## config.mk

```make
export PLATFORM = sky130hd
export DESIGN_NAME = ram_dual_port
export DESIGN_NICKNAME = d
export VERILOG_FILES = /design/src/rtl/ram_pkg.sv /design/src/rtl/ram_init_seq.sv /design/src/rtl/ram_dual_port.sv
export SDC_FILE = /design/constraint.sdc
export NUM_CORES = 1
export LEC_CHECK = 0
export CAP_MARGIN = 20
export CORE_UTILIZATION = 43
export CTS_BUF_LIST = sky130_fd_sc_hd__clkbuf_4 sky130_fd_sc_hd__clkbuf_8
export CTS_CLUSTER_DIAMETER = 80
export DETAILED_ROUTE_END_ITERATION = 8
export HOLD_SLACK_MARGIN = 0.03
export SLEW_MARGIN = 20
export SYNTH_ARGS = -nofsm -noshare
export SYNTH_HDL_FRONTEND = slang
export SYNTH_SLANG_ARGS = --single-unit
```

## constraint.sdc

```tcl
create_clock -name clk -period 4.1 [get_ports clk]
set_input_delay 0.82 -clock clk [delete_from_list [all_inputs] [get_ports clk]]
set_output_delay 0.82 -clock clk [all_outputs]
set_load 0.01 [all_outputs]
```

## src/rtl/ram_pkg.sv

```systemverilog
// Shared types and constants for the dual-port RAM slice.
package ram_pkg;

  // Controller states: INIT clears the array, READY serves user traffic.
  typedef enum logic {
    INIT  = 1'b0,
    READY = 1'b1
  } state_t;

  // Same-address read-during-write selection.
  localparam int RDW_OLD = 0;
  localparam int RDW_NEW = 1;

endpackage

```

## src/rtl/ram_init_seq.sv

```systemverilog
// Clear sequencer: after reset, walks every address once writing zero,
// then hands the array over to user traffic.
module ram_init_seq
  import ram_pkg::*;
#(
  parameter int ADDR_WIDTH = 4
) (
  input  logic                  clk,
  input  logic                  rst_n,
  output state_t                state,
  output logic                  clr_we,
  output logic [ADDR_WIDTH-1:0] clr_addr,
  output logic                  init_busy
);

  localparam logic [ADDR_WIDTH-1:0] LAST_ADDR = {ADDR_WIDTH{1'b1}};

  state_t                  state_next;
  logic [ADDR_WIDTH-1:0]   counter;
  logic [ADDR_WIDTH-1:0]   counter_next;
  logic                    busy_next;

  // The clear write targets the current counter value on every INIT edge.
  assign clr_we   = (state == INIT);
  assign clr_addr = counter;

  // Next-state: step the counter through the array, stop on the last word
  // without wrapping, and drop busy together with the move to READY.
  always_comb begin
    state_next   = state;
    counter_next = counter;
    busy_next    = init_busy;
    case (state)
      INIT: begin
        if (counter == LAST_ADDR) begin
          state_next = READY;
          busy_next  = 1'b0;
        end else begin
          counter_next = counter + 1'b1;
        end
      end
      READY: begin
        state_next = READY;
      end
      default: begin
        state_next = INIT;
      end
    endcase
  end

  // State register; reset restarts the clear from address 0.
  always_ff @(posedge clk) begin
    if (!rst_n) begin
      state     <= INIT;
      counter   <= '0;
      init_busy <= 1'b1;
    end else begin
      state     <= state_next;
      counter   <= counter_next;
      init_busy <= busy_next;
    end
  end

endmodule

```

## src/rtl/ram_dual_port.sv

```systemverilog
// Simple dual-port RAM: one write port with byte enables, one registered
// read port, self-clearing after reset.
//
// Read protocol: a read is accepted on any rising edge with re=1 while the
// array is READY; dout carries the word and dout_valid is high for exactly
// the following cycle. There is no backpressure. While the clear runs
// (init_busy=1) both we and re are ignored.
module ram_dual_port
  import ram_pkg::*;
#(
  parameter int DATA_WIDTH = 8,
  parameter int ADDR_WIDTH = 4,
  parameter int RDW_MODE   = 0
) (
  input  logic                    clk,
  input  logic                    rst_n,
  input  logic                    we,
  input  logic [DATA_WIDTH/8-1:0] wbe,
  input  logic [ADDR_WIDTH-1:0]   waddr,
  input  logic [DATA_WIDTH-1:0]   din,
  input  logic                    re,
  input  logic [ADDR_WIDTH-1:0]   raddr,
  output logic [DATA_WIDTH-1:0]   dout,
  output logic                    dout_valid,
  output logic                    init_busy
);

  localparam int NBYTES = DATA_WIDTH / 8;
  localparam int DEPTH  = 1 << ADDR_WIDTH;

  logic [DATA_WIDTH-1:0] mem [DEPTH];

  state_t                state;
  logic                  clr_we;
  logic [ADDR_WIDTH-1:0] clr_addr;
  logic                  ready;
  logic                  user_wr;
  logic                  user_rd;
  logic [DATA_WIDTH-1:0] rd_word;

  ram_init_seq #(
    .ADDR_WIDTH (ADDR_WIDTH)
  ) u_init_seq (
    .clk       (clk),
    .rst_n     (rst_n),
    .state     (state),
    .clr_we    (clr_we),
    .clr_addr  (clr_addr),
    .init_busy (init_busy)
  );

  assign ready   = (state == READY);
  assign user_wr = rst_n && ready && we;
  assign user_rd = ready && re;

  // Read word selection: the array gives the pre-write word; in new-data
  // mode a colliding write is merged in byte by byte.
  always_comb begin
    rd_word = mem[raddr];
    if (RDW_MODE == RDW_NEW && we && (waddr == raddr)) begin
      for (int i = 0; i < NBYTES; i++) begin
        if (wbe[i]) rd_word[8*i +: 8] = din[8*i +: 8];
      end
    end
  end

  // Storage: clear writes during INIT, masked user writes during READY.
  always_ff @(posedge clk) begin
    if (rst_n && clr_we) begin
      mem[clr_addr] <= '0;
    end else if (user_wr) begin
      for (int i = 0; i < NBYTES; i++) begin
        if (wbe[i]) mem[waddr][8*i +: 8] <= din[8*i +: 8];
      end
    end
  end

  // Registered read port: dout holds between reads, valid pulses per read.
  always_ff @(posedge clk) begin
    if (!rst_n) begin
      dout       <= '0;
      dout_valid <= 1'b0;
    end else if (user_rd) begin
      dout       <= rd_word;
      dout_valid <= 1'b1;
    end else begin
      dout_valid <= 1'b0;
    end
  end

endmodule

```

# Word-level counts from Yosys, hierarchy flattened
# Memory sizes are Yosys's and may differ from the RTL's. A register that Yosys moved wholly into a read port is not among the register bits.
# Index checks and enable logic that the tools add are counted.
totals:
  ff_bits: 7
  out_inout_bits: 10
  mem_bits_rw: 128
  word_cells: 29
  input_bits: 21
  memories: 1
mem_list:
  columns: ["memory", "words", "width", "read_ports", "rd_clocked_by_memory_dff", "wr", "line_no", "source"]
  rows:
  - ["mem", 16, 8, 1, 1, 1, "ram_dual_port.sv:31", "logic [DATA_WIDTH-1:0] mem [DEPTH];"]
op_classes:
  addsub: 1
  eq_ne: 1
  n_reduce_logical: 8
  muxes: 12
  bitwise: 2
ops:
  columns: ["op", "n"]
  rows:
  - ["$mux W1", 9]
  - ["$mux W8", 1]
  - ["$reduce_or A8 Y1", 1]
  - ["$add A4 B1 Y4 const B", 1]
  - ["$eq A4 B4 Y1 const B", 1]
  - ["$logic_and A1 B1 Y1", 4]
  - ["$mux W4", 1]
  - ["$reduce_and A2 Y1", 2]
  - ["$not A1 Y1", 2]
  - ["$pmux W1 S2", 1]
  - ["$logic_not A1 Y1", 1]

# Logic depth before layout (Yosys ltp)
# Gate-level depths: netlist of the first run.
depth:
  ltp_word: 7
  depth_mapped: 7
  ltp_nobuf: 5

# Cells and area by module
# A second synthesis of the first run with hierarchy kept.
hier_totals:
  hier_cells: 313
  area_unflattened_um2: 5748.0
modules_own_cells:
  columns: ["module", "cells_per_inst", "n_inst", "area_per_inst_um2", "seq_area_each_um2"]
  rows:
  - ["ram_dual_port", 287, 1, 5501.5, 4023.9]
  - ["ram_init_seq", 26, 1, 246.5, 120.1]

# Least setup slack after synthesis of the first run
# OpenSTA, ideal clock, no wires.
synth_path:
  path_type: "in2reg"
  from: "input raddr[2]"
  to: "register dout[0], read port of mem"
  slack_ns: 1.847
  path_buffers: 2
  required_ns: 3.976
  setup_time_ns: 0.124
  t_arrival_ns: 2.129
  cell_stages: 6
  cell_sequence: "buf_6 -> buf_2 -> mux4_2 -> mux2_2 -> nand2_1 -> nand3_1"
synth_lines:
  columns: ["item", "line_no", "source"]
  rows:
  - ["start: declaration", "ram_dual_port.sv:22", "input logic [ADDR_WIDTH-1:0] raddr,"]
  - ["end: declaration", "ram_dual_port.sv:23", "output logic [DATA_WIDTH-1:0] dout,"]

# Worst setup path after layout of the first run
layout_path:
  from: "input rst_n"
  to: "memory mem[10][3] (enable)"
layout_between:
  elab_chain_cells: 7
  word_cells_on_any_way: 11
  classes_between: "7 x mux; 4 x reduce/logical"
layout_rtl:
  columns: ["item", "line_no", "source"]
  rows:
  - ["start: declaration", "ram_dual_port.sv:16", "input logic rst_n,"]
  - ["$logic_and A1 B1 Y1 (2 in series)", "ram_dual_port.sv:53", "assign user_wr = rst_n && ready && we;"]
  - ["$mux W1", "ram_dual_port.sv:71", "end else if (user_wr) begin"]
  - ["$mux W1", "ram_dual_port.sv:69", "if (rst_n && clr_we) begin"]
  - ["$mux W1 (implied by the code)", "ram_dual_port.sv:73", "if (wbe[i]) mem[waddr][8*i +: 8] <= din[8*i +: 8];"]
  - ["$reduce_or A8 Y1 (no source line)", null, null]
  - ["$mux W4 (no source line) / $mux W1 (equally long branches)", null, null]
  - ["end: declaration", "ram_dual_port.sv:31", null]
# Parallel ways exist; a longest one is shown, timed or not.

==> metrics.cfg, run 1 <==
[outcome]
status = finished, final reports clean

[setup_path]
cpMaxStageDelayCell = sky130_fd_sc_hd__nor2_1
worstPathRequired_ns = 4.15
reg2reg_setup_slack_ns = 1.70
cp_cell_sequence = clkdlybuf4s50_1, and4_1, mux2i_1, nand2_1, nor2_1
critical_path_peak_fanout = 13
reg2reg_to = mem[10][3]
crit_path_end_kind = flop
r2r.worst_path.cells = 4
cp.arrival_ns = 3.05
critical-path-max-stage-delay_ns = 0.68
startpoint_type = primary input
type_of_the_setup_path_with_the_least_slack = primary input to flop
rr_startpoint = u_init_seq.state

[grt]
grtUsageTotal = 0.1803
gr_util_met1 = 0.2554
grt_util_met2 = 0.2651
vias_in_the_first_global_route = 2818
grt_start_max_net_pins = 35
global_route.peak_usage_layer = met2
grt_antenna_before_repair = 1
globalRouteOverflowTotal = 0
grtUsageMet3 = 0.04634
grt_pass1_wl_um = 16840

[synthesis]
postSynthRegisterBits = 143
syn_area_um2 = 5678
synth-seq-area-share = 0.7298
ys_top_cells_by_area = sky130_fd_sc_hd__edfxtp_1 68%, sky130_fd_sc_hd__mux4_2 9.5%, sky130_fd_sc_hd__dfxtp_1 5.3%
synth_top_cell_by_area = sky130_fd_sc_hd__edfxtp_1
asyncSetResetFlopFracSynth = 0
syn_avg_cell_area_um2 = 18.86
ys_dominant_reg_cell = sky130_fd_sc_hd__edfxtp_1
ys_warn_count = 0
synth_largest_type_area_fraction = 0.6770
postSynthNetCount = 323
synth.most_common_cell = sky130_fd_sc_hd__edfxtp_1
netlist-cell-type-count = 36
synth_enable_flop_cells = 128
synth.cells.most_frequent = 128 x sky130_fd_sc_hd__edfxtp_1, 24 x sky130_fd_sc_hd__mux4_2, 18 x sky130_fd_sc_hd__nor2_1, 15 x sky130_fd_sc_hd__dfxtp_1, 13 x sky130_fd_sc_hd__and2_1
syn-instance-count = 301

[sta]
finalMaxSlewViolations = 0
totalNegativeSetupSlack_ns = 0
max-slew-margin-rel = 0.3122
setup_viol_count_final = 0
clock_skew_ns = 0.009855
hold_violations = 0
finalWorstSetupSlack_ns = 1.104
tmin_final_ns = 2.996
worst_pin_slew_ns = 1.028
fmaxAchievable_mhz = 333.8
final_worst_path_period_share = 0.7307
rsz_0062_raised_after_global_routing = no

[placed_design]
place.gp.congestion = 0.8022
placed_cell_area_um2 = 6168
hpwl_um = 7353
portBuffers = 30
dp_worst_setup_slack_ns = 0.6560

[drt]
drt_wl_total_um = 11110
drtAntennaViolNets = 0
drt-wirelength-per-cell_um = 20.99
via_to_cell_ratio = 5.340
vias = 2825
dr_iter_0_viols = 175
drc_errors = 0
drt-pass1-iter-count = 4

[min_path]
worstHoldPathType = flop to flop
min_path_cells = 2
worst_hold_path.endpoint = u_init_seq.init_busy
min-delay-start = u_init_seq.init_busy

[clock_network]
post-cts-setup-buffer-count = 0
clock-sinks = 143
clock_latency_ns = 0.43
cts-resized-gates = 0
worst_setup_hold_path_clk_slew_ns = 0.07
cts_root_buffer = sky130_fd_sc_hd__clkbuf_8
holdBufCountCts = 0
tritoncts = yes
cts_htree_levels = 4
cts_buffers = 17
cts_buffer_depth = 2

[pwr]
p_leak_nw = 2.383
p_per_cell_area_nw_per_um2 = 450.9
ir_worst_vdd_mv = 0.1912

[finish]
fraction_of_layout_cells_with_a_size_suffix_above_1 = 0.2101
antennaDiodeCount = 0
final_net_count = 366
nFillCells = 1073
final_area_um2 = 6638
area_growth_syn_to_layout_pct = 16.90

[floorplanning]
die-area_um2 = 13670
fp.dieW_um = 116.9
die_height_um = 116.9
row_count = 41
fp.coreArea_um2 = 12720
ios = 31
start_util = 0.4463

[job]
max_cap_violations = 0

[final cells by class]
| type | count | area, µm² | share of cell area |
|---|---|---|---|
| clock buffers | 22 | 284.0 | 0.04279 |
| clock inverters | 10 | 185.2 | 0.02790 |
| inverters | 2 | 7.507 | 0.001131 |
| multi-input cells | 141 | 1439 | 0.2168 |
| flip-flops and latches | 143 | 4144 | 0.6243 |
| well taps | 172 | 215.2 | 0.03242 |
| repair buffers | 39 | 362.8 | 0.05467 |
[routing by layer]
| metal | share of wire | up-vias |
|---|---|---|
| li1 | - | 1299 |
| met1 | 0.46 | 1428 |
| met2 | 0.47 | 85 |
| met3 | 0.052 | 11 |
| met4 | 0.012 | 2 |
| met5 | 0.00081 | - |
[flip-flops by register name, summed over array words and instances (netlist names)]
register / flops
u_init_seq.clr_addr: 4
mem: 128
u_init_seq.state: 1
dout: 8
u_init_seq.init_busy: 1
dout_valid: 1
[critical path: cells and delay by family]
| family | cells | cell delay (ns) |
|---|---|---|
| buffers and inverters | 1 | 0.66 |
| multiplexers | 1 | 0.26 |
| AND/OR/NAND/NOR | 3 | 1.31 |
[per-stage QoR]
step,std cells,hold WS [ns],power [mW],utilization
floorplan,301,0.4818,1.700,-
global placement,497,0.4553,1.745,0.4849
detailed placement,497,0.4597,1.746,0.4849
CTS,529,0.4753,3.014,0.5217
global route,529,0.5192,3.085,0.5217
finish,529,0.4733,2.993,0.5217
[cells in the final DEF, fill, tap and decap left out, types with 2 or more instances in the layout]
cell type	n
sky130_fd_sc_hd__clkinv_4	2
sky130_fd_sc_hd__clkdlybuf4s50_1	29
sky130_fd_sc_hd__xnor2_1	3
sky130_fd_sc_hd__clkbuf_8	19
sky130_fd_sc_hd__mux2_2	8
sky130_fd_sc_hd__nand2_1	8
sky130_fd_sc_hd__mux4_2	24
sky130_fd_sc_hd__a21boi_0	2
sky130_fd_sc_hd__nand2b_1	2
sky130_fd_sc_hd__nand4_1	3
sky130_fd_sc_hd__a22oi_1	6
sky130_fd_sc_hd__bufinv_16	5
sky130_fd_sc_hd__clkinv_2	2
sky130_fd_sc_hd__nor3b_1	4
sky130_fd_sc_hd__nor2_1	18
sky130_fd_sc_hd__inv_1	2
sky130_fd_sc_hd__nor3_1	4
sky130_fd_sc_hd__clkbuf_4	3
sky130_fd_sc_hd__nor2b_1	2
sky130_fd_sc_hd__o21ai_1	4
sky130_fd_sc_hd__o21ai_0	6
sky130_fd_sc_hd__buf_4	9
sky130_fd_sc_hd__mux4_1	6
sky130_fd_sc_hd__edfxtp_1	128
sky130_fd_sc_hd__and2_1	13
sky130_fd_sc_hd__dfxtp_1	15
sky130_fd_sc_hd__mux2i_1	12
sky130_fd_sc_hd__a31oi_1	5
[worst max path at each step]
stage	from	to	slack (ns)	depth (start not counted)
after floorplan	raddr[2]	dout[0]	1.85	6
after global routing	rst_n	mem[14][3]	0.95	5
final	rst_n	mem[10][3]	1.10	5
after CTS	rst_n	mem[14][3]	1.11	5
after detailed placement	rst_n	mem[14][4]	0.66	5
after global placement	rst_n	mem[14][4]	0.77	5
[cell families after synthesis]
logic type / after synthesis / synth area share
flops: 143 / 0.7298
simple gates: 59 / 0.05443
mux: 50 / 0.1600
compound gates: 28 / 0.03217
buf+inv: 17 / 0.01675
xor+xnor: 3 / 0.004628
fa+ha+maj: 1 / 0.002203
[power by group]
part           total [mW]  switching [mW]  internal (mW)
logic               0.124          0.0618         0.0619
registers            1.59         0.00640           1.58
clock network        1.28           0.504          0.778
No activity file was read; power rests on OpenSTA's default activity.
==> run 2, diff against run 1 <==
clock period = 2.7 ns   (was 4.1 ns; I/O delays follow)
==> run 2 against run 1 <==
Compared with the run above: worst hold slack better by 0.0034 ns; combinational power up 65%; global-route usage up 0.41 points; final cell count up 4.7%; clock power up 49%; worst setup slack worse by 0.60 ns; critical path depth unchanged; flip-flop and latch count unchanged; first-iteration DRC count up 62%; clock-buffer cell count down 1; highest routed layer is now met4.
==> metrics.cfg, run 2 (same netlist as run 1, synthesis figures left out) <==
[clock_network]
holdBufCountCts = 0  ; unchanged
worst_setup_hold_path_clk_slew_ns = 0.07  ; about the same
cts_root_buffer = sky130_fd_sc_hd__clkbuf_8
post-cts-setup-buffer-count = 0  ; unchanged
cts-resized-gates = 0  ; unchanged
cts_buffers = 17  ; unchanged
cts_htree_levels = 4  ; unchanged
clock-sinks = 143  ; unchanged
cts_buffer_depth = 2  ; unchanged
tritoncts = yes
clock_latency_ns = 0.43  ; about the same

[setup_path]
startpoint_type = primary input
critical_path_buf_inv_count = 1  ; unchanged
critPathTopFamily = simple AND/OR/NAND/NOR gates
cp_cell_sequence = clkdlybuf4s50_1, and4_1, nor3b_1, o21ai_0, nor2_1
type_of_the_setup_path_with_the_least_slack = primary input to flop
critical_path_peak_fanout = 8  ; -5
critical-path-max-stage-delay_ns = 0.62  ; -0.06 ns
worstPathRequired_ns = 2.75  ; -1.40 ns
crit_path_end_kind = flop
cp.arrival_ns = 2.24  ; -0.81 ns
cpMaxStageDelayCell = sky130_fd_sc_hd__nor2_1

[floorplanning]
die-area_um2 = 13670  ; unchanged
fp.dieW_um = 116.9  ; unchanged
ios = 31  ; unchanged
start_util = 0.4463  ; unchanged
die_height_um = 116.9  ; unchanged
row_count = 41  ; unchanged
fp.coreArea_um2 = 12720  ; unchanged

[sta]
setup_viol_count_final = 0  ; unchanged
max-slew-margin-rel = 0.4760  ; +0.1638
fmaxAchievable_mhz = 455.6
worst_pin_slew_ns = 0.7831  ; -0.2453 ns
finalMaxSlewViolations = 0  ; unchanged
hold_violations = 0  ; unchanged
clock_skew_ns = 0.01026  ; +0.0004064 ns
totalNegativeSetupSlack_ns = 0  ; unchanged
tmin_final_ns = 2.195
rsz_0062_raised_after_global_routing = no
finalWorstSetupSlack_ns = 0.5052  ; -0.5988 ns
final_worst_path_period_share = 0.8129
finalHoldWorstSlack_ns = 0.4767  ; +0.003413 ns

[drt]
drtAntennaViolNets = 0  ; unchanged
drc_errors = 0  ; unchanged
drt-pass1-iter-count = 4  ; unchanged
drt-wirelength-per-cell_um = 20.35  ; -3.1%
vias = 2915  ; +3.2%
via_to_cell_ratio = 5.262  ; -1.5%
drt_wl_total_um = 11270  ; +1.5%
dr_iter_0_viols = 283  ; +62%

[finish]
fraction_of_layout_cells_with_a_size_suffix_above_1 = 0.2592  ; +0.04908
antennaDiodeCount = 0  ; unchanged
mostFrequentLayoutCells = 128 x sky130_fd_sc_hd__edfxtp_1, 32 x sky130_fd_sc_hd__buf_4, 29 x sky130_fd_sc_hd__clkdlybuf4s50_1
area_growth_syn_to_layout_pct = 20.56
largest_reg_flops = 128  ; unchanged
top_register = mem
finalCoreUtilization = 0.5381  ; +0.01633
mostFrequentLayoutCell = sky130_fd_sc_hd__edfxtp_1
final_net_count = 391  ; +6.8%

[pwr]
total_power_mw = 4.531  ; +51%
p_per_cell_area_nw_per_um2 = 661.9  ; +47%
switching_share = 0.1889  ; -0.002150
clkPwrFrac = 0.423  ; -0.005
p_comb_frac = 0.045  ; +0.004
p_leak_nw = 2.512  ; +5.4%
sequentialPowerShare = 0.532  ; about the same
intPower_mw = 3.675  ; +52%
ir_worst_vdd_mv = 0.2717  ; +42%
power_switching_uw = 856.1  ; +50%

[outcome]
status = finished, final reports clean

[grt]
grt_antenna_before_repair = 0  ; -1
globalRouteOverflowTotal = 0  ; unchanged
grt_start_max_net_pins = 35  ; unchanged
grt_pass1_wl_um = 17370  ; +3.2%
vias_in_the_first_global_route = 2995  ; +6.3%
grtUsageTotal = 0.1844  ; +0.004122

[job]
max_cap_violations = 0  ; unchanged

[placed_design]
portBuffers = 30  ; unchanged
dp_worst_setup_slack_ns = 0.04227  ; -0.6137 ns
place.gp.congestion = 0.7829  ; -2.4%
hpwl_um = 7633  ; +3.8%

[min_path]
worstHoldPathType = flop to flop

==> run 2: layout make-up <==
type / instances / area (µm²)
clock inverters: 11 / 187.7
repair buffers: 64 / 575.6
inverters: 2 / 7.507
flip-flops and latches: 143 / 4144
clock buffers: 21 / 276.5
well taps: 172 / 215.2
multi-input cells: 141 / 1439
fillers: 1044 / 5877
==> run 2: power groups by stage <==
stage | logic [mW] | registers (mW) | clock network (mW)
floorplan | 0.126 | 2.46 | 0
global placement | 0.207 | 2.46 | 0
detailed placement | 0.209 | 2.46 | 0
CTS | 0.210 | 2.41 | 1.95
finish | 0.205 | 2.41 | 1.91
global route | 0.223 | 2.41 | 2.03
==> run 2: worst register-to-register path, delay by kind of cell (launching register included) <==
kind,cells,cell delay (ns)
AO/OA/AOI/OAI,1,0.18
AND/OR/NAND/NOR,2,1.00
flip-flops,1,0.45
==> run 2: stage by stage <==
step           instances  area, µm²
2_1_floorplan        301       5678
3_3_place_gp         522       6381
3_5_place_dp         522       6381
4_1_cts              554       6845
5_1_grt              554       6845
6_report             554       6845
==> run 2: worst paths after layout <==
path,from,slack [ns],endpoint,depth (start not counted)
worst max-delay path,wbe,0.51,mem[7][2],5
worst max register to register,u_init_seq.state,0.69,mem[7][2],3
worst min register to register,u_init_seq.init_busy,0.48,u_init_seq.init_busy,2
worst min-delay path,u_init_seq.init_busy,0.48,u_init_seq.init_busy,2
==> run 2: layer usage <==
metal	part of all wire	global-route usage	wire length, µm
met4	0.013	0.07511	144
met3	0.059	0.04171	662
met5	0	0	0
met1	0.46	0.2520	5137
met2	0.47	0.2884	5328
==> run 3, diff against run 2 <==
clock period = 1.95 ns   (was 2.7 ns; I/O delays follow)
==> run 3 against run 2 <==
Compared with the run above: clock-buffer cell count grew 1; wire length grew 0.85%; clock skew shrank 0.00096 ns; sequential power grew 39%; non-clock buffer count grew 17; worst hold slack gained 0.0089 ns; critical path depth grew 1; critical endpoint is now mem[12][1]; largest power group unchanged.
==> metrics.cfg, run 3 (same netlist as run 1, synthesis figures left out) <==
[finish]
nFillCells = 1040  ; -0.38%
mostFrequentLayoutCell = sky130_fd_sc_hd__edfxtp_1
mostFrequentLayoutCells = 128 x sky130_fd_sc_hd__edfxtp_1, 39 x sky130_fd_sc_hd__buf_4, 29 x sky130_fd_sc_hd__clkdlybuf4s50_1
fin_cells = 571  ; +3.1%
finalCoreUtilization = 0.5617  ; +0.02360
fraction_of_layout_cells_with_a_size_suffix_above_1 = 0.3083  ; +0.04911
largest_reg_flops = 128  ; unchanged
antennaDiodeCount = 0  ; unchanged
area_growth_syn_to_layout_pct = 25.85
regArea_um2 = 4144  ; unchanged
final_net_count = 408  ; +4.3%
top_register = mem
multi_input_comb_area_um2 = 1463  ; +1.7%

[grt]
grt_pass1_wl_um = 17440  ; +0.40%
globalRouteOverflowTotal = 0  ; unchanged
grtUsageTotal = 0.1875  ; +0.003082
vias_in_the_first_global_route = 3042  ; +1.6%
grt_start_max_net_pins = 20  ; -43%
grt_antenna_before_repair = 0  ; unchanged

[floorplanning]
die-area_um2 = 13670  ; unchanged
fp.dieW_um = 116.9  ; unchanged
die_height_um = 116.9  ; unchanged
row_count = 41  ; unchanged
fp.coreArea_um2 = 12720  ; unchanged
ios = 31  ; unchanged
start_util = 0.4463  ; unchanged

[drt]
drtAntennaViolNets = 0  ; unchanged
via_to_cell_ratio = 5.284  ; +0.42%
drt_wl_total_um = 11370  ; +0.85%
drc_errors = 0  ; unchanged
drt-wirelength-per-cell_um = 19.91  ; -2.2%
dr_iter_0_viols = 229  ; -19%
vias = 3017  ; +3.5%
drt-pass1-iter-count = 4  ; unchanged

[clock_network]
cts_htree_levels = 4  ; unchanged
post-cts-setup-buffer-count = 0  ; unchanged
worst_setup_hold_path_clk_slew_ns = 0.07  ; about the same
clock_latency_ns = 0.44  ; about the same
clock-sinks = 143  ; unchanged
cts_buffer_depth = 2  ; unchanged
cts_buffers = 17  ; unchanged
tritoncts = yes
cts_root_buffer = sky130_fd_sc_hd__clkbuf_8

[setup_path]
critical-path-max-stage-delay_ns = 0.51  ; -0.11 ns
critical_path_peak_fanout = 8  ; unchanged
crit_path_end_kind = flop
cpMaxStageDelayCell = sky130_fd_sc_hd__clkdlybuf4s50_1
reg2reg_to = mem[12][1]
type_of_the_setup_path_with_the_least_slack = primary input to flop
cp_cell_sequence = clkdlybuf4s50_1, nand4_1, buf_4, nor3_1, a31oi_1, nor2_2
critical_path_buf_inv_count = 2  ; +1
r2r.worst_path.cells = 5  ; +2
timing.critical_path.from = wbe
worstPathRequired_ns = 2.02  ; -0.73 ns
rr_startpoint = u_init_seq.state
crit_end = mem[12][1]
reg2reg_setup_slack_ns = 0.14  ; -0.55 ns
cp.arrival_ns = 1.93  ; -0.31 ns
startpoint_type = primary input
cp.depth = 6  ; +1
critPathTopFamily = simple AND/OR/NAND/NOR gates

[placed_design]
hpwl_um = 7736  ; +1.3%
numPlacedInstances = 539  ; +3.3%
portBuffers = 30  ; unchanged
place.gp.congestion = 0.7553  ; -3.5%

[pwr]
sequentialPowerShare = 0.516  ; -0.016
p_per_cell_area_nw_per_um2 = 904.0  ; +37%
p_comb_frac = 0.050  ; +0.005
switching_share = 0.1877  ; -0.001255
p_leak_nw = 2.651  ; +5.5%
ir_worst_vdd_mv = 0.3335  ; +23%
intPower_mw = 5.247  ; +43%
power_switching_mw = 1.212  ; +42%
clkPwrFrac = 0.434  ; +0.011

[sta]
worst_pin_slew_ns = 0.6243  ; -0.1588 ns
fmaxAchievable_mhz = 538.8
final_worst_path_period_share = 0.9518
tmin_final_ns = 1.856
clock_skew_ns = 0.009303  ; -0.0009578 ns
setup_viol_count_final = 0  ; unchanged
finalMaxSlewViolations = 0  ; unchanged
max-slew-margin-rel = 0.5838  ; +0.1078
hold_violations = 0  ; unchanged

[job]
max_cap_violations = 0  ; unchanged

[outcome]
status = finished, final reports clean

[min_path]
worstHoldPathType = flop to flop

## run 3: changes by cell type in the layout (fill, tap and decap cells not counted), moves of 2 or more
cell                       previous run  this run
sky130_fd_sc_hd__buf_12               2        12
sky130_fd_sc_hd__buf_4               32        39
sky130_fd_sc_hd__nor3b_1              4         1
sky130_fd_sc_hd__nor3b_2              0         3
sky130_fd_sc_hd__clkbuf_4             2         4
sky130_fd_sc_hd__nor2_1              18        16
sky130_fd_sc_hd__nor2_2               0         2
sky130_fd_sc_hd__o21ai_0              6         4
## run 3: cell type report
cell class	instances	share of cell area
Sequential cell	143	0.5799
Multi-Input combinational cell	141	0.2047
Timing Repair Buffer	81	0.1159
Clock buffer	22	0.03887
Tap cell	172	0.03012
Clock inverter	10	0.02942
Inverter	2	0.001051
## run 3: what timing repair did
action	4_1_cts	5_1_grt
gates resized for setup	2	6
endpoints found under the setup margin	16	56
hold buffers	0	0
## run 3: worst min path at each step
stage                         start                    to  cells past startpoint  slack, ns
6_report       u_init_seq.init_busy  u_init_seq.init_busy                      2       0.49
5_1_grt        u_init_seq.init_busy  u_init_seq.init_busy                      2       0.51
4_1_cts        u_init_seq.init_busy  u_init_seq.init_busy                      2       0.49
3_5_place_dp   u_init_seq.init_busy  u_init_seq.init_busy                      2       0.47
3_3_place_gp   u_init_seq.init_busy  u_init_seq.init_busy                      2       0.45
2_1_floorplan               dout[0]               dout[0]                      2       0.48
## run 3: metrics by stage
step | hold WS, ns | area, µm² | power (mW) | setup TNS (ns) | setup slack (ns)
3_3_place_gp | 0.4548 | 6634 | 3.725 | -50.82 | -0.5117
2_1_floorplan | 0.4818 | 5678 | 3.574 | 0 | 0.007731
6_report | 0.4855 | 7146 | 6.460 | 0 | 0.09397
4_1_cts | 0.4870 | 7124 | 6.519 | 0 | 0.007453
3_5_place_dp | 0.4706 | 6634 | 3.730 | -62.59 | -0.5621
5_1_grt | 0.5053 | 7146 | 6.651 | -0.01243 | -0.003916
## run 3: worst reg2reg max path: stages (launching register included)
cell and delay (ns):
sky130_fd_sc_hd__dfxtp_1 0.41, sky130_fd_sc_hd__nand4_1 0.20, sky130_fd_sc_hd__buf_4 0.20, sky130_fd_sc_hd__nor3_1 0.13, sky130_fd_sc_hd__a31oi_1 0.09, sky130_fd_sc_hd__nor2_2 0.43
## run 3: power groups by stage
stage	registers, mW	logic, mW	clock network (mW)
2_1_floorplan	3.40	0.174	0
3_3_place_gp	3.40	0.322	0
3_5_place_dp	3.40	0.325	0
4_1_cts	3.34	0.326	2.86
5_1_grt	3.34	0.349	2.96
6_report	3.34	0.323	2.80
## run 3: layer usage
| layer | global-route usage | vias to the layer above | part of all wire |
|---|---|---|---|
| li1 | - | 1381 | - |
| met1 | 0.2530 | 1514 | 0.44 |
| met4 | 0.08354 | 0 | 0.022 |
| met3 | 0.04943 | 17 | 0.064 |
| met5 | 0 | - | 0 |
| met2 | 0.2884 | 105 | 0.47 |
==> edit, RTL diff (settings of run 2) <==
Put one more register stage on the output `dout`, cleared by the reset. The value now appears one clock later. The other outputs are not delayed to match. Comments in the files are not updated.
--- a/src/rtl/ram_dual_port.sv
+++ b/src/rtl/ram_dual_port.sv
@@ -27,6 +27,8 @@
 
   localparam int NBYTES = DATA_WIDTH / 8;
   localparam int DEPTH  = 1 << ADDR_WIDTH;
+
+  logic [DATA_WIDTH-1:0] dout_s0;
 
   logic [DATA_WIDTH-1:0] mem [DEPTH];
 
@@ -78,15 +80,23 @@
   // Registered read port: dout holds between reads, valid pulses per read.
   always_ff @(posedge clk) begin
     if (!rst_n) begin
-      dout       <= '0;
+      dout_s0    <= '0;
       dout_valid <= 1'b0;
     end else if (user_rd) begin
-      dout       <= rd_word;
+      dout_s0    <= rd_word;
       dout_valid <= 1'b1;
     end else begin
       dout_valid <= 1'b0;
     end
   end
 
+  always_ff @(posedge clk) begin
+    if (!rst_n) begin
+      dout <= '0;
+    end else begin
+      dout <= dout_s0;
+    end
+  end
+
 endmodule
 
Function: no difference found for any inputs over 10 cycles, from zero or initial values and one cycle with rst_n low; that may be too few to reach the edited logic, so the function may still have changed.
==> edit against run 2 <==
- count of clock-buffer cells in the layout fell by 3
- synthesized cell count grew 7.3%
- clock power shrank 8%
- wire length grew 4.8%
- power shrank 0.63%
- sequential cell count grew 8
- final area increased by 1.9%
- setup slack got worse by 0.24 ns
- non-clock buffer count shrank 5
- synthesized area is 4.0% higher
- largest cell class unchanged
- highest routed layer unchanged
==> edit: results (changes against run 2) <==
| Metric | Value |
|---|---|
| Top cells by area, synth | `edfxtp_1, dfxtp_1, mux4_2, mux4_1, and2_1` |
| Largest net degree at the start of global routing | `34 (-2.9%)` |
| Dpl cell area | `6570 um2 (+3.0%)` |
| Adder-cell share of the synthesized area | `0.212% (-0.0085 points)` |
| P_clk | `1.76 mW (-8%)` |
| Drt via density | `5.41 (+2.8%)` |
| Internal | `3.62 mW (-1.5%)` |
| Sequential Power Share | `56.2% (+3.0 points)` |
| Drt initial violations | `223 (-21%)` |
| Met2 usage | `28.0% (-0.86 points)` |
| Share of cells above drive strength 1 | `21.1% (-4.8 points)` |
| Outcome | `complete, no violations` |
| M3 GR Usage | `4.50% (+0.33 points)` |
| Xor and xnor fraction of the mapped netlist area | `0.445% (-0.018 points)` |
| Worst slack, placed | `-0.139 ns (-0.182 ns)` |
| WL met1 | `5390 um (+5.0%)` |
| Gate Count Post-Synth | `323 (+7.3%)` |
| First-pass GRT wire length | `18300 um (+5.3%)` |
| Reg2reg end | `mem[6][5]` |
| Worst r2r path cells | `4 (+1)` |
| Setup Skew | `0.00667 ns (-0.00359 ns)` |
| Peak supply drop | `0.252 mV (-7.2%)` |
| CP Data Arrival Time | `2.50 ns (+0.26 ns)` |
| Final nets | `408 (+4.3%)` |
| Syn_nets | `345 (+6.8%)` |
| Post-synth top cells | `edfxtp_1, nor2_1, dfxtp_1` |
| Vias in the first global route | `3186 (+6.4%)` |
| Final GP Congestion | `0.774 (-1.2%)` |
| Post-DP HPWL | `7890 um (+3.4%)` |
| Switch Pwr | `0.881 mW (+2.9%)` |
| Metal2 WL | `5540 um (+4.0%)` |
| Total Routing Usage GR | `18.2% (-0.24 points)` |
| Wire length per cell | `20.6 um (+1.2%)` |
| Flop2flop setup slack | `0.40 ns (-0.29 ns)` |
[edit: cell types whose count changed in the layout (fill, tap and decap cells not counted), moves of 4 or more]
cell	change
and2_1	+7
mux4_1	+4
mux4_2	-4
clkinv_1	+4
dfxtp_1	+8
nor2_1	+6
buf_4	-4
[edit: area by class of cell]
type,instances,area [um2]
clock buffer,18,241
clock inverter,13,161
inverter,3,11.3
tap,176,220
multi-input combinational,154,1510
timing repair buffer,59,526
fill,1075,6320
sequential,151,4300
[edit: worst min-delay path by stage]
| stage | start | end | slack (ns) | cells past startpoint |
|---|---|---|---|---|
| after floorplan | dout_s0[6] | dout[6] | 0.43 | 1 |
| after global placement | dout_s0[2] | dout[2] | 0.45 | 1 |
| after detailed placement | dout_s0[5] | dout[5] | 0.45 | 1 |
| after CTS | dout_s0[3] | dout[3] | 0.46 | 1 |
| after global routing | dout_s0[3] | dout[3] | 0.50 | 1 |
| final | dout_s0[3] | dout[3] | 0.46 | 1 |
